## src/rtl/launcher_pkg.sv

```systemverilog
// ---------------------------------------------------------------------------
// launcher_pkg : shared types and widths for the slingshot launcher
// Revision     : 1.0
// ---------------------------------------------------------------------------
`default_nettype none

package launcher_pkg;

  localparam int POWER_W = 11;
  localparam int BIRDS_W = 3;

  typedef enum logic [2:0] {
    READY   = 3'd0,
    CHARGE  = 3'd1,
    FIRE    = 3'd2,
    WAIT_ON = 3'd3,
    FLIGHT  = 3'd4,
    EMPTY   = 3'd5
  } launcher_st_t;

endpackage

`default_nettype wire

```

## src/rtl/power_ramp.sv

```systemverilog
// ---------------------------------------------------------------------------
// power_ramp : launch power register with step/clamp and 0..15 power bar
// Optional   : LAUNCHER_PINGPONG_EN selects an up/down ramp between limits
// Revision   : 1.0
// ---------------------------------------------------------------------------
`default_nettype none

module power_ramp
  import launcher_pkg::*;
#(
  parameter int MIN_POWER  = 8,
  parameter int MAX_POWER  = 120,
  parameter int POWER_STEP = 4
) (
  input  logic               clk,
  input  logic               resetN,
  input  logic               clear,
  input  logic               step_en,
  output logic [POWER_W-1:0] power,
  output logic [3:0]         power_level
);

  localparam int RANGE = MAX_POWER - MIN_POWER;

  logic [POWER_W-1:0] power_q, power_d;
  logic [3:0]         power_level_q, power_level_d;
  logic [POWER_W:0]   sum_up;
  logic [31:0]        scaled;

  assign sum_up = {1'b0, power_q} + (POWER_W + 1)'(POWER_STEP);

`ifdef LAUNCHER_PINGPONG_EN
  logic dir_down_q, dir_down_d;

  always_comb begin
    power_d    = power_q;
    dir_down_d = dir_down_q;
    if (clear) begin
      power_d    = POWER_W'(MIN_POWER);
      dir_down_d = 1'b0;
    end else if (step_en) begin
      if (!dir_down_q) begin
        if (sum_up >= (POWER_W + 1)'(MAX_POWER)) begin
          power_d    = POWER_W'(MAX_POWER);
          dir_down_d = 1'b1;
        end else begin
          power_d = sum_up[POWER_W-1:0];
        end
      end else begin
        if (power_q <= POWER_W'(MIN_POWER + POWER_STEP)) begin
          power_d    = POWER_W'(MIN_POWER);
          dir_down_d = 1'b0;
        end else begin
          power_d = power_q - POWER_W'(POWER_STEP);
        end
      end
    end
  end

  always_ff @(posedge clk or negedge resetN) begin
    if (!resetN) dir_down_q <= 1'b0;
    else         dir_down_q <= dir_down_d;
  end
`else
  always_comb begin
    power_d = power_q;
    if (clear) begin
      power_d = POWER_W'(MIN_POWER);
    end else if (step_en) begin
      if (sum_up >= (POWER_W + 1)'(MAX_POWER)) power_d = POWER_W'(MAX_POWER);
      else                                     power_d = sum_up[POWER_W-1:0];
    end
  end
`endif

  // Floor of (power-MIN)*15/RANGE via compares against constant thresholds.
  always_comb begin
    scaled        = (32'(power_q) - 32'(MIN_POWER)) * 32'd15;
    power_level_d = 4'd0;
    for (int k = 1; k <= 15; k++) begin
      if (scaled >= 32'(k * RANGE)) power_level_d = 4'(k);
    end
  end

  always_ff @(posedge clk or negedge resetN) begin
    if (!resetN) begin
      power_q       <= POWER_W'(MIN_POWER);
      power_level_q <= 4'd0;
    end else begin
      power_q       <= power_d;
      power_level_q <= power_level_d;
    end
  end

  assign power       = power_q;
  assign power_level = power_level_q;

endmodule

`default_nettype wire

```

## src/rtl/slingshot_launcher.sv

```systemverilog
// ---------------------------------------------------------------------------
// slingshot_launcher : charge-and-release launch FSM with per-level bird count
// Optional           : LAUNCHER_PINGPONG_EN (up/down power ramp in power_ramp)
// Revision           : 1.0
// ---------------------------------------------------------------------------
`default_nettype none

module slingshot_launcher
  import launcher_pkg::*;
#(
  parameter int NUM_BIRDS      = 3,
  parameter int MIN_POWER      = 8,
  parameter int MAX_POWER      = 120,
  parameter int POWER_STEP     = 4,
  parameter int ENROLL_TIMEOUT = 8
) (
  input  logic               clk,
  input  logic               resetN,
  input  logic               startOfFrame,
  input  logic               charge_key,
  input  logic               enroll,
  input  logic               new_level,
  output logic [POWER_W-1:0] launch_speed,
  output logic               fire_the_bird,
  output logic [3:0]         power_level,
  output logic [BIRDS_W-1:0] birds_left,
  output logic               launcher_busy
);

  localparam int TIMER_W = $clog2(ENROLL_TIMEOUT + 1);
  localparam logic [TIMER_W-1:0] TIMER_LAST = TIMER_W'(ENROLL_TIMEOUT - 1);

  launcher_st_t       state_q, state_d;
  logic [BIRDS_W-1:0] birds_q, birds_d;
  logic [TIMER_W-1:0] timer_q, timer_d;
  logic               key_armed_q, key_armed_d;
  logic               pending_q, pending_d;
  logic [POWER_W-1:0] speed_q, speed_d;
  logic               fire_q, fire_d;
  logic               busy_q, busy_d;
  logic               ramp_clear, ramp_step;
  logic [POWER_W-1:0] power;
  logic [3:0]         power_level_w;

  power_ramp #(
    .MIN_POWER  (MIN_POWER),
    .MAX_POWER  (MAX_POWER),
    .POWER_STEP (POWER_STEP)
  ) u_power_ramp (
    .clk         (clk),
    .resetN      (resetN),
    .clear       (ramp_clear),
    .step_en     (ramp_step),
    .power       (power),
    .power_level (power_level_w)
  );

  always_comb begin
    state_d     = state_q;
    birds_d     = birds_q;
    timer_d     = timer_q;
    key_armed_d = key_armed_q;
    pending_d   = pending_q;
    speed_d     = speed_q;
    ramp_clear  = 1'b0;
    ramp_step   = 1'b0;

    // Presses seen outside READY disarm, so a key held across a flight cannot start a charge.
    if (!charge_key)             key_armed_d = 1'b1;
    else if (state_q != READY)   key_armed_d = 1'b0;

    if (new_level) pending_d = 1'b1;

    case (state_q)
      READY: begin
        if (new_level) begin
          birds_d   = BIRDS_W'(NUM_BIRDS);
          pending_d = 1'b0;
        end else if (birds_q == '0) begin
          state_d = EMPTY;
        end else if (charge_key && key_armed_q) begin
          state_d     = CHARGE;
          ramp_clear  = 1'b1;
          key_armed_d = 1'b0;
        end
      end
      CHARGE: begin
        if (!charge_key)       state_d   = FIRE;
        else if (startOfFrame) ramp_step = 1'b1;
      end
      FIRE: begin
        birds_d = birds_q - 1'b1;
        timer_d = '0;
        state_d = WAIT_ON;
      end
      WAIT_ON: begin
        if (enroll) begin
          state_d = FLIGHT;
        end else if (startOfFrame) begin
          if (timer_q == TIMER_LAST) begin
            state_d = READY;
            birds_d = birds_q + 1'b1;
          end else begin
            timer_d = timer_q + 1'b1;
          end
        end
      end
      FLIGHT: begin
        if (!enroll) state_d = (birds_q == '0) ? EMPTY : READY;
      end
      EMPTY: begin
        if (new_level) begin
          state_d   = READY;
          birds_d   = BIRDS_W'(NUM_BIRDS);
          pending_d = 1'b0;
        end
      end
      default: state_d = READY;
    endcase

    // A reload deferred during a shot lands as the FSM returns to idle, overriding any refund.
    if ((state_q == WAIT_ON || state_q == FLIGHT) &&
        (state_d == READY || state_d == EMPTY) && (pending_q || new_level)) begin
      state_d   = READY;
      birds_d   = BIRDS_W'(NUM_BIRDS);
      pending_d = 1'b0;
    end

    if (state_q == CHARGE && state_d == FIRE) speed_d = power;

    fire_d = (state_d == FIRE);
    busy_d = (state_d != READY);
  end

  always_ff @(posedge clk or negedge resetN) begin
    if (!resetN) begin
      state_q     <= READY;
      birds_q     <= BIRDS_W'(NUM_BIRDS);
      timer_q     <= '0;
      key_armed_q <= 1'b0;
      pending_q   <= 1'b0;
      speed_q     <= POWER_W'(MIN_POWER);
      fire_q      <= 1'b0;
      busy_q      <= 1'b0;
    end else begin
      state_q     <= state_d;
      birds_q     <= birds_d;
      timer_q     <= timer_d;
      key_armed_q <= key_armed_d;
      pending_q   <= pending_d;
      speed_q     <= speed_d;
      fire_q      <= fire_d;
      busy_q      <= busy_d;
    end
  end

  assign launch_speed  = speed_q;
  assign fire_the_bird = fire_q;
  assign power_level   = power_level_w;
  assign birds_left    = birds_q;
  assign launcher_busy = busy_q;

endmodule

`default_nettype wire
```

## config.mk

```make
export PLATFORM = sky130hd
export DESIGN_NAME = slingshot_launcher
export DESIGN_NICKNAME = d
export VERILOG_FILES = /design/src/rtl/launcher_pkg.sv /design/src/rtl/power_ramp.sv /design/src/rtl/slingshot_launcher.sv
export SDC_FILE = /design/constraint.sdc
export NUM_CORES = 1
export LEC_CHECK = 0
export ABC_CLOCK_PERIOD_IN_PS = 6300
export BUFFER_PORTS_ARGS = -buffer_cell sky130_fd_sc_hd__buf_2
export CELL_PAD_IN_SITES_DETAIL_PLACEMENT = 1
export CELL_PAD_IN_SITES_GLOBAL_PLACEMENT = 1
export CORE_ASPECT_RATIO = 1.2
export CORE_UTILIZATION = 48
export DETAILED_ROUTE_END_ITERATION = 10
export GPL_TIMING_DRIVEN = 1
export PLACE_DENSITY = 0.81
export SLEW_MARGIN = 20
export SYNTH_ARGS = -nofsm -noshare
export SYNTH_HDL_FRONTEND = slang
export SYNTH_HIERARCHICAL = 1
export SYNTH_SLANG_ARGS = --single-unit
```

## constraint.sdc

```tcl
create_clock -name clk -period 6.3 [get_ports clk]
set_input_delay 0.315 -clock clk [delete_from_list [all_inputs] [get_ports clk]]
set_output_delay 0.315 -clock clk [all_outputs]
set_load 0.005 [all_outputs]
```

==> results.sh, run 1 <==
export IMPL_outcome="finished with violations"
export IMPL_violations="DRC"
export IMPL_antenna_left=0
export IMPL_tns_ps=0
export IMPL_synth_area_leaders="dfrtp_1, ha_1, fa_1"
export IMPL_final_common_cell="inv_1"
export IMPL_syn_area_mm2=0.003861
export IMPL_port_buffers=25
export IMPL_crit_start="u_power_ramp/power[4]$_DFFE_PN0P_"
export IMPL_track_usage_pct=23.49
export IMPL_slew_viol_final=0
export IMPL_regToRegSetupSlack_ps=870
export IMPL_core_area_mm2=0.007751
export IMPL_synth_top_area_share_pct=22.03
export IMPL_cts_setup_buffers=0
export IMPL_post_drt_wl_per_cell_um=17.73
export IMPL_relSlewSlack_pct=43.55
export IMPL_period_minus_slack_ps=5427
export IMPL_detailed_place_hpwl_mm=7.546
export IMPL_start_kind="flop"
export IMPL_ys_flop_type="dfrtp_1"
export IMPL_rsz0062_at_grt="no"
export IMPL_area_growth_syn_to_layout_pct=6.643
export IMPL_final_nets=502
export IMPL_htree_levels=2
export IMPL_finalCritPeriodShare_pct=86.14
export IMPL_syn_inst=426
export IMPL_dr_first_iter_drc_count=129
export IMPL_initial_core_util_pct=49.81
export IMPL_cts_buffer_depth=2
export IMPL_cts_resized=0
export IMPL_finalHoldViolations=0
export IMPL_crit_chain="inv_1 > ha_1 > or2b_2 > or2_2 > and2_1 > inv_1 > ha_1 > fa_1 > fa_1 > ha_1 > a211o_1 > o31a_1 > a31o_2 > xnor2_1 > nand4_1 > nor3_1 > o221ai_1"
export IMPL_ios=26
export IMPL_grt_pass1_vias=3361
export IMPL_clock_fmax_mhz=184.3
export IMPL_synth_edf_count=0
export IMPL_critPathRequiredTime_ps=6440
export IMPL_synth_seq_cells=38
export IMPL_worstSetupPathType="reg -> reg"
export IMPL_drcViolationCount=10
export IMPL_max_cap_viol_count=0
export IMPL_crit_family="adder cells"
export IMPL_first_pass_iters=8
export IMPL_synth_top_cell_by_area="dfrtp_1"
export IMPL_cts_buffers=5
export IMPL_crit_slowest_cell="fa_1"
export IMPL_insertion_delay_ps=290
export IMPL_die_height_um=100.3
export IMPL_clk_pin_slew_ps=80
export IMPL_cp_end_kind="flop"
export IMPL_cts_root_buffer="clkbuf_8"
export IMPL_grt_ovfl_total=0
export IMPL_antenna_cells=0
export IMPL_yosysWarnings=6
export IMPL_setup_viol=0
export IMPL_gp_congestion=0.8480
export IMPL_crit_buf_inv=2
export IMPL_max_stage_delay_ps=530
export IMPL_ys_types=74
export IMPL_tightest_slew_ps=846.7
export IMPL_via_per_inst=5.922
export IMPL_cts_tree="yes"
export IMPL_grt_max_degree=39
export IMPL_syn_avg_cell_area_um2=9.064
export IMPL_antenna_found_initial=0
export IMPL_crit_top_cell="ha_1"
export IMPL_skew_ps=12.55
export IMPL_num_rows=35
export IMPL_yosysSeqAreaShare_pct=24.76
export IMPL_drive_gt1_share_pct=15.66
export IMPL_rr_startpoint="u_power_ramp/power[4]$_DFFE_PN0P_"
export IMPL_wirelength_mm=9.555
export IMPL_final_cell_mix="inv_1, ha_1, dfrtp_1"
export IMPL_grt_pass1_wl_mm=15.95
export IMPL_arrival_ps=5570
export IMPL_holdCritPathClass="in -> async"
export IMPL_dieArea_mm2=0.008408
export IMPL_clock_sinks=38
export IMPL_final_core_util_pct=53.12
export IMPL_async_reset_ff_share_pct=100.0
export IMPL_vias=3192
export IMPL_die_w_um=83.88
export IMPL_cp_max_fo=10
export IMPL_cts_hold_buffers=0
==> layer usage <==
layer / up-vias / track usage (%) / share of wire, %
li1: 1519 / - / -
met1: 1615 / 27.75 / 43
met2: 48 / 45.15 / 54
met3: 10 / 1.891 / 1.7
met4: 0 / 7.029 / 1.1
met5: - / 0 / 0
==> state kept, by name, summed over array words and instances (netlist names) <==
signal	count
launch_speed	11
fire_the_bird	1
key_armed_q	1
birds_left	3
u_power_ramp/power_level	4
timer_q	4
u_power_ramp/power	9
pending_q	1
state_q	3
launcher_busy	1
==> stage by stage <==
step | instance area [um^2] | hold slack [ps] | worst slack (ps) | cells
3_3_place_gp | 4026 | 459.6 | 1076 | 531
6_report | 4118 | 126.7 | 873.0 | 539
5_1_grt | 4118 | 178.5 | 445.1 | 539
2_1_floorplan | 3865 | 19.41 | 1267 | 427
3_5_place_dp | 4026 | 462.8 | 901.0 | 531
4_1_cts | 4118 | 141.0 | 872.8 | 539
==> cells by family after synthesis <==
kind of cell,Yosys count,share of synthesized area [%]
other cells,1,0.09712
simple gates,127,17.53
xor+xnor,37,8.393
buf+inv,59,6.772
mux,20,6.416
flops,38,24.76
compound gates,94,17.30
fa+ha+maj,50,18.73
==> worst reg2reg max path: stages (launching register included) <==
cell      delay (ps)
dfrtp_1          490
inv_1            160
ha_1             270
or2b_2           350
or2_2            310
and2_1           180
inv_1            130
ha_1             260
fa_1             540
fa_1             430
ha_1             390
a211o_1          290
o31a_1           310
a31o_2           300
xnor2_1          190
nand4_1          210
nor3_1           310
o221ai_1         170
==> cells in the mapped netlist, types with 2 or more instances <==
| master | n |
|---|---|
| mux2_1 | 2 |
| nand3b_1 | 3 |
| o21ai_2 | 2 |
| nor3_1 | 10 |
| inv_1 | 43 |
| or2_1 | 3 |
| a31oi_1 | 2 |
| dfstp_2 | 4 |
| buf_4 | 3 |
| fa_1 | 13 |
| nand3_1 | 11 |
| o221ai_1 | 3 |
| nand2b_1 | 9 |
| mux2_4 | 9 |
| xor2_1 | 13 |
| o21ai_0 | 18 |
| and2_1 | 9 |
| o21ai_1 | 3 |
| a211oi_1 | 5 |
| xnor2_1 | 24 |
| nor2_1 | 28 |
| or2_2 | 3 |
| a211o_1 | 2 |
| nand4_1 | 3 |
| mux2i_1 | 9 |
| dfrtp_1 | 34 |
| o31ai_1 | 3 |
| nand2_1 | 30 |
| o211ai_1 | 7 |
| buf_6 | 3 |
| clkbuf_1 | 6 |
| nor4_2 | 2 |
| ha_1 | 37 |
| buf_2 | 3 |
| or3_1 | 2 |
| a21oi_1 | 23 |
| o31a_1 | 3 |
| nor2b_1 | 2 |
| a221oi_2 | 2 |
==> cell type report <==
type / count / area [um^2]
fill: 917 / 3633
multi-input combinational: 330 / 2648
clock inverter: 1 / 5.005
timing repair buffer: 27 / 140.1
tap: 92 / 115.1
inverter: 44 / 167.7
clock buffer: 7 / 86.33
sequential: 38 / 955.9
==> path summary, 6_finish.rpt <==
kind                                                          to  cells after the start
setup / recovery           u_power_ramp/power_level[0]$_DFF_PN0_                     17
hold / removal                               pending_q$_DFF_PN0_                      1
setup reg to reg           u_power_ramp/power_level[0]$_DFF_PN0_                     17
hold reg to reg                     launch_speed[10]$_DFFE_PN0P_                      1
max in group asynchronous      u_power_ramp/power[4]$_DFFE_PN0P_                      1
min in group clk                           key_armed_q$_DFF_PN0_                      2
Power of run 1 is left out: the tool's default activity adds up to more than one toggle a clock period on the data nets, which glitch-free logic cannot reach.
==> inputs of run 2 (changes only) <==
--- a/config.mk
+++ b/config.mk
@@ -5,12 +5,13 @@
 export SDC_FILE = /design/constraint.sdc
 export NUM_CORES = 1
 export LEC_CHECK = 0
+export ABC_AREA = 1
 export ABC_CLOCK_PERIOD_IN_PS = 6300
 export BUFFER_PORTS_ARGS = -buffer_cell sky130_fd_sc_hd__buf_2
 export CELL_PAD_IN_SITES_DETAIL_PLACEMENT = 1
 export CELL_PAD_IN_SITES_GLOBAL_PLACEMENT = 1
 export CORE_ASPECT_RATIO = 1.2
-export CORE_UTILIZATION = 48
+export CORE_UTILIZATION = 46
 export DETAILED_ROUTE_END_ITERATION = 10
 export GPL_TIMING_DRIVEN = 1
 export PLACE_DENSITY = 0.81
==> run 2 against run 1 <==
The flow now finishes without violations. Sequential share of layout area down 1.3 points. Synthesized cell count is 25% higher. Final cell count up 25%. Core utilization decreased by 2.0 points. Critical path depth increased by 18. Register-to-register slack got worse by 200 ps. Synthesized area is 4.1% higher. First-iteration DRC count shrank 56%. Hold slack worse by 16 ps. Cell area grew 5.8%. Non-clock buffer count is 2 lower. Wire length grew 0.59%.
==> results.sh, run 2 <==
export IMPL_outcome="complete, no violations"
export IMPL_final_cell_mix="inv_1, nand2_1, nor2_1"
export IMPL_port_buffers=25
export IMPL_yosysWarnings=6
export IMPL_crit_buf_inv=3
export IMPL_cts_hold_buffers=0
export IMPL_grt_pass1_wl_mm=16.93
export IMPL_antenna_found_initial=0
export IMPL_cp_max_fo=9
export IMPL_start_kind="flop"
export IMPL_slew_viol_final=0
export IMPL_drcViolationCount=0
export IMPL_finalCritPeriodShare_pct=89.31
export IMPL_ys_types=53
export IMPL_dieArea_mm2=0.009116
export IMPL_largest_register_ffs=11
export IMPL_rsz0062_at_grt="no"
export IMPL_synth_top_family_by_area="simple AND/OR/NAND/NOR gates"
export IMPL_gp_congestion=0.9042
export IMPL_cts_buffer_depth=2
export IMPL_clock_sinks=38
export IMPL_cp_end_kind="flop"
export IMPL_setup_viol=0
export IMPL_worstSetupPathType="reg -> reg"
export IMPL_yosysSeqAreaShare_pct=23.79
export IMPL_crit_slowest_cell="dfstp_2"
export IMPL_reg2regPathDepth=35
export IMPL_arrival_ps=5820
export IMPL_async_reset_ff_share_pct=100.0
export IMPL_regToRegSetupSlack_ps=670
export IMPL_final_nets=614
export IMPL_tightest_slew_ps=835.8
export IMPL_detailed_place_hpwl_mm=7.966
export IMPL_crit_top_cell="nand2_1"
export IMPL_synth_mux_area_share_pct=3.331
export IMPL_core_area_mm2=0.008518
export IMPL_dr_first_iter_drc_count=57
export IMPL_die_height_um=104.4
export IMPL_synth_top_cell_by_area="dfrtp_1"
export IMPL_place_area_mm2=0.004247
export IMPL_via_per_inst=5.139
export IMPL_synth_edf_count=0
export IMPL_synth_xor_area_share_pct=5.915
export IMPL_antenna_left=0
export IMPL_cts_tree="yes"
export IMPL_period_minus_slack_ps=5626
export IMPL_rr_startpoint="u_power_ramp/power[3]$_DFFE_PN1P_"
export IMPL_area_growth_syn_to_layout_pct=8.375
export IMPL_holdCritPathClass="in -> async"
export IMPL_grt_ovfl_total=0
export IMPL_synth_compound_gate_area_share_pct=9.963
export IMPL_syn_area_mm2=0.004019
export IMPL_wirelength_mm=9.611
export IMPL_insertion_delay_ps=300
export IMPL_synth_seq_cells=38
export IMPL_max_stage_delay_ps=640
export IMPL_track_usage_pct=23.42
export IMPL_relSlewSlack_pct=44.28
export IMPL_synthAdderAreaFrac_pct=18.00
export IMPL_holdWs_ps=110.9
export IMPL_syn_inst=532
export IMPL_ys_flop_type="dfrtp_1"
export IMPL_clock_fmax_mhz=177.7
export IMPL_antenna_cells=0
export IMPL_synth_most_common_cell="inv_1"
export IMPL_crit_cells=35
export IMPL_post_drt_wl_per_cell_um=14.22
export IMPL_first_pass_iters=4
export IMPL_crit_family="simple AND/OR/NAND/NOR gates"
export IMPL_vias=3474
export IMPL_reg2reg_to="u_power_ramp/power_level[0]$_DFF_PN0_"
export IMPL_ios=26
export IMPL_yosys_area_share_simple_pct=28.11
export IMPL_num_rows=37
export IMPL_cts_resized=0
export IMPL_skew_ps=6.424
export IMPL_initial_core_util_pct=47.18
export IMPL_synthTopCellsByCount="inv_1, nand2_1, nor2_1"
export IMPL_cts_buffers=5
export IMPL_max_cap_viol_count=0
export IMPL_synth_top_area_share_pct=21.17
export IMPL_clk_pin_slew_ps=80
export IMPL_htree_levels=2
export IMPL_grt_pass1_vias=3765
export IMPL_die_w_um=87.33
export IMPL_grt_max_degree=39
export IMPL_syn_avg_cell_area_um2=7.554
export IMPL_tns_ps=0
export IMPL_cts_root_buffer="clkbuf_8"
export IMPL_drive_gt1_share_pct=17.17
export IMPL_final_common_cell="inv_1"
export IMPL_synth_area_leaders="dfrtp_1, ha_1, inv_1"
export IMPL_cts_setup_buffers=0
export IMPL_final_area_mm2=0.004355
export IMPL_finalHoldViolations=0
export IMPL_critPathRequiredTime_ps=6500
-- run 2: cell types whose count changed after synthesis, moves of 8 or more --
cell and change:
nand2b_1 -9, nand3_1 +19, and2_1 -8, mux2_2 +11, nor2_1 +27, inv_1 +56, mux2_4 -9, xnor2_1 -19
nand2_1 +67, mux2i_1 -8, a21oi_1 -10, nand2_2 +14
-- run 2: layout make-up --
class                      instances  area, um^2
timing repair buffer              25       125.1
inverter                         103       386.6
tap                              117       146.4
clock buffer                       5       68.82
clock inverter                     3       40.04
fill                            1134        4163
sequential                        38       955.9
multi-input combinational        385        2633
-- run 2: logic make-up (layout without fill, tap and decap cells) --
kind of cell,Yosys count,after routing
other,1,2
XOR/XNOR,22,22
adder cells (fa/ha/maj),50,50
AO/OA/AOI/OAI,62,62
buffers and inverters,110,136
flip-flops,38,38
AND/OR/NAND/NOR,237,237
multiplexers,12,12
-- run 2: layer usage --
layer / GRT usage (%) / up-vias / part of all wire (%) / routed length [um]
met5: 0 / - / 0 / 0
met4: 7.377 / 0 / 2.0 / 189
met3: 2.937 / 16 / 1.8 / 170
met2: 43.30 / 33 / 53 / 5060
met1: 27.35 / 1689 / 44 / 4191
li1: - / 1736 / - / -
-- run 2: worst max-delay path by stage --
stage	startpoint	to	slack (ps)
6_report	u_power_ramp/power[3]$_DFFE_PN1P_	u_power_ramp/power_level[0]$_DFF_PN0_	670
5_1_grt	u_power_ramp/power[3]$_DFFE_PN1P_	u_power_ramp/power_level[0]$_DFF_PN0_	130
4_1_cts	u_power_ramp/power[3]$_DFFE_PN1P_	u_power_ramp/power_level[0]$_DFF_PN0_	610
3_5_place_dp	u_power_ramp/power[3]$_DFFE_PN1P_	u_power_ramp/power_level[0]$_DFF_PN0_	610
3_3_place_gp	u_power_ramp/power[3]$_DFFE_PN1P_	u_power_ramp/power_level[0]$_DFF_PN0_	800
2_1_floorplan	u_power_ramp/power[3]$_DFFE_PN1P_	u_power_ramp/power_level[0]$_DFF_PN0_	1320
-- run 2: metrics by stage --
stage          utilization (%)  instances  setup slack (ps)
2_1_floorplan                -        533              1319
4_1_cts                  51.13        676             614.5
3_5_place_dp             49.85        668             609.4
5_1_grt                  51.13        676             132.6
3_3_place_gp             49.85        668             803.5
6_report                 51.13        676             673.5
-- run 2: worst register-to-register path, delay by kind of cell (launching register included) --
family,cells,cell delay (ps)
AOI/OAI and AO/OA,1,260
DFF,1,640
and+or+nand+nor,24,1930
adders and majority gates,5,1820
buffers and inverters,3,320
xor gates and xnor gates,2,560
Power of run 2 is left out for the same reason.
==> inputs of run 3 (changes only) <==
--- a/config.mk
+++ b/config.mk
@@ -11,10 +11,11 @@
 export CELL_PAD_IN_SITES_DETAIL_PLACEMENT = 1
 export CELL_PAD_IN_SITES_GLOBAL_PLACEMENT = 1
 export CORE_ASPECT_RATIO = 1.2
-export CORE_UTILIZATION = 46
+export CORE_UTILIZATION = 47
+export CTS_BUF_LIST = sky130_fd_sc_hd__clkbuf_4
 export DETAILED_ROUTE_END_ITERATION = 10
 export GPL_TIMING_DRIVEN = 1
-export PLACE_DENSITY = 0.81
+export PLACE_DENSITY = 0.83
 export SLEW_MARGIN = 20
 export SYNTH_ARGS = -nofsm -noshare
 export SYNTH_HDL_FRONTEND = slang
==> run 3 against run 2 <==
Sequential share of layout area about the same. Cell area is 0.14% lower. Maximum frequency grew 0.25%. Critical path type unchanged. Hold slack got worse by 86 ps. Highest routed layer unchanged. Wire length rose by 2.2%.
==> results.sh, run 3 (synthesis results as in run 2) <==
export IMPL_dr_first_iter_drc_count=81
export IMPL_crit_top_cell="nand2_1"
export IMPL_clock_sinks=38
export IMPL_tns_ps=0
export IMPL_detailed_place_hpwl_mm=8.046
export IMPL_cts_root_buffer="clkbuf_4"
export IMPL_antenna_cells=0
export IMPL_largest_register_ffs=11
export IMPL_post_drt_wl_per_cell_um=14.59
export IMPL_rsz0062_at_grt="no"
export IMPL_wirelength_mm=9.822
export IMPL_area_growth_syn_to_layout_pct=8.219
export IMPL_max_stage_delay_ps=650
export IMPL_reg2regPathDepth=30
export IMPL_final_cell_mix="inv_1, nand2_1, nor2_1"
export IMPL_holdCritPathClass="in -> async"
export IMPL_cts_setup_buffers=0
export IMPL_cp_end_kind="flop"
export IMPL_crit_slowest_cell="dfstp_2"
export IMPL_cp_max_fo=9
export IMPL_tightest_slew_ps=852.7
export IMPL_cts_buffers=5
export IMPL_antenna_left=0
export IMPL_period_minus_slack_ps=5612
export IMPL_htree_levels=2
export IMPL_cts_resized=0
export IMPL_critPathRequiredTime_ps=6620
export IMPL_first_pass_iters=4
export IMPL_grt_ovfl_total=0
export IMPL_num_rows=36
export IMPL_grtUsageMet2_pct=47.19
export IMPL_finalCritPeriodShare_pct=89.08
export IMPL_grt_max_degree=39
export IMPL_slew_viol_final=0
export IMPL_grtUsageMet1_pct=28.31
export IMPL_vias=3502
export IMPL_initial_core_util_pct=49.02
export IMPL_clk_pin_slew_ps=130
export IMPL_start_kind="flop"
export IMPL_outcome="complete, no violations"
export IMPL_dieArea_mm2=0.008926
export IMPL_cts_buffer_depth=2
export IMPL_use_met3_pct=2.857
export IMPL_final_common_cell="inv_1"
export IMPL_insertion_delay_ps=370
export IMPL_arrival_ps=5930
export IMPL_worstSetupPathType="reg -> reg"
export IMPL_clock_fmax_mhz=178.2
export IMPL_finalHoldViolations=0
export IMPL_antenna_found_initial=0
export IMPL_die_w_um=86.42
export IMPL_final_nets=614
export IMPL_port_buffers=25
export IMPL_die_height_um=103.3
export IMPL_cts_hold_buffers=0
export IMPL_skew_ps=14.88
export IMPL_grt_pass1_vias=3781
export IMPL_grt_busiest_layer="met2"
export IMPL_max_cap_viol_count=0
export IMPL_drcViolationCount=0
export IMPL_core_area_mm2=0.008198
export IMPL_gp_congestion=0.9336
export IMPL_via_per_inst=5.204
export IMPL_setup_viol=0
export IMPL_cts_tree="yes"
export IMPL_drive_gt1_share_pct=17.17
export IMPL_track_usage_pct=24.48
export IMPL_relSlewSlack_pct=43.15
export IMPL_grt_pass1_wl_mm=17.35
export IMPL_ios=26
[run 3: changes by cell type in the layout (fill, tap and decap cells not counted)]
| cell | change |
|---|---|
| clkbuf_4 | +5 |
| clkinv_4 | +1 |
| bufinv_16 | +1 |
| clkbuf_8 | -5 |
| clkinv_2 | -2 |
[run 3: final timing paths]
check / from / to / slack, ps
hold reg to reg: launch_speed[1]$_DFFE_PN0P_ / launch_speed[1]$_DFFE_PN0P_ / 510
hold / removal: resetN / launch_speed[7]$_DFFE_PN0P_ / 20
setup reg to reg: u_power_ramp/power[3]$_DFFE_PN1P_ / u_power_ramp/power_level[0]$_DFF_PN0_ / 690
min in group clk: charge_key / key_armed_q$_DFF_PN0_ / 200
max in group asynchronous: resetN / launcher_busy$_DFF_PN0_ / 5720
setup / recovery: u_power_ramp/power[3]$_DFFE_PN1P_ / u_power_ramp/power_level[0]$_DFF_PN0_ / 690
[run 3: area by class of cell]
| class | count | area (um^2) |
|---|---|---|
| clock buffer | 5 | 37.54 |
| clock inverter | 3 | 68.82 |
| fill | 1084 | 3849 |
| inverter | 103 | 386.6 |
| multi-input combinational | 385 | 2633 |
| sequential | 38 | 955.9 |
| tap | 114 | 142.6 |
| timing repair buffer | 25 | 125.1 |
[run 3: metrics by stage]
stage / utilization, % / cell area (um^2) / setup slack (ps) / instances / hold WS (ps)
4_1_cts: 53.05 / 4349 / 621.6 / 673 / 44.93
5_1_grt: 53.05 / 4349 / 231.2 / 673 / 102.2
2_1_floorplan: - / 4023 / 1319 / 533 / 19.41
3_3_place_gp: 51.76 / 4243 / 823.8 / 665 / 451.9
6_report: 53.05 / 4349 / 687.8 / 673 / 24.80
3_5_place_dp: 51.76 / 4243 / 649.9 / 665 / 473.3
[run 3: metal layers]
layer	vias up	share of wire (%)
li1	1728	-
met1	1720	42
met2	40	54
met3	14	1.9
met4	0	1.6
met5	-	0
[run 3: worst max-delay path, delay by kind of cell, from the launching register on]
kind | cells | cell delay (ps)
AO/OA/AOI/OAI | 2 | 490
flip-flops | 1 | 650
adder cells (fa/ha/maj) | 5 | 1810
XOR/XNOR | 3 | 800
buffers and inverters | 4 | 460
AND/OR/NAND/NOR | 16 | 1360
Power of run 3 is left out for the same reason.
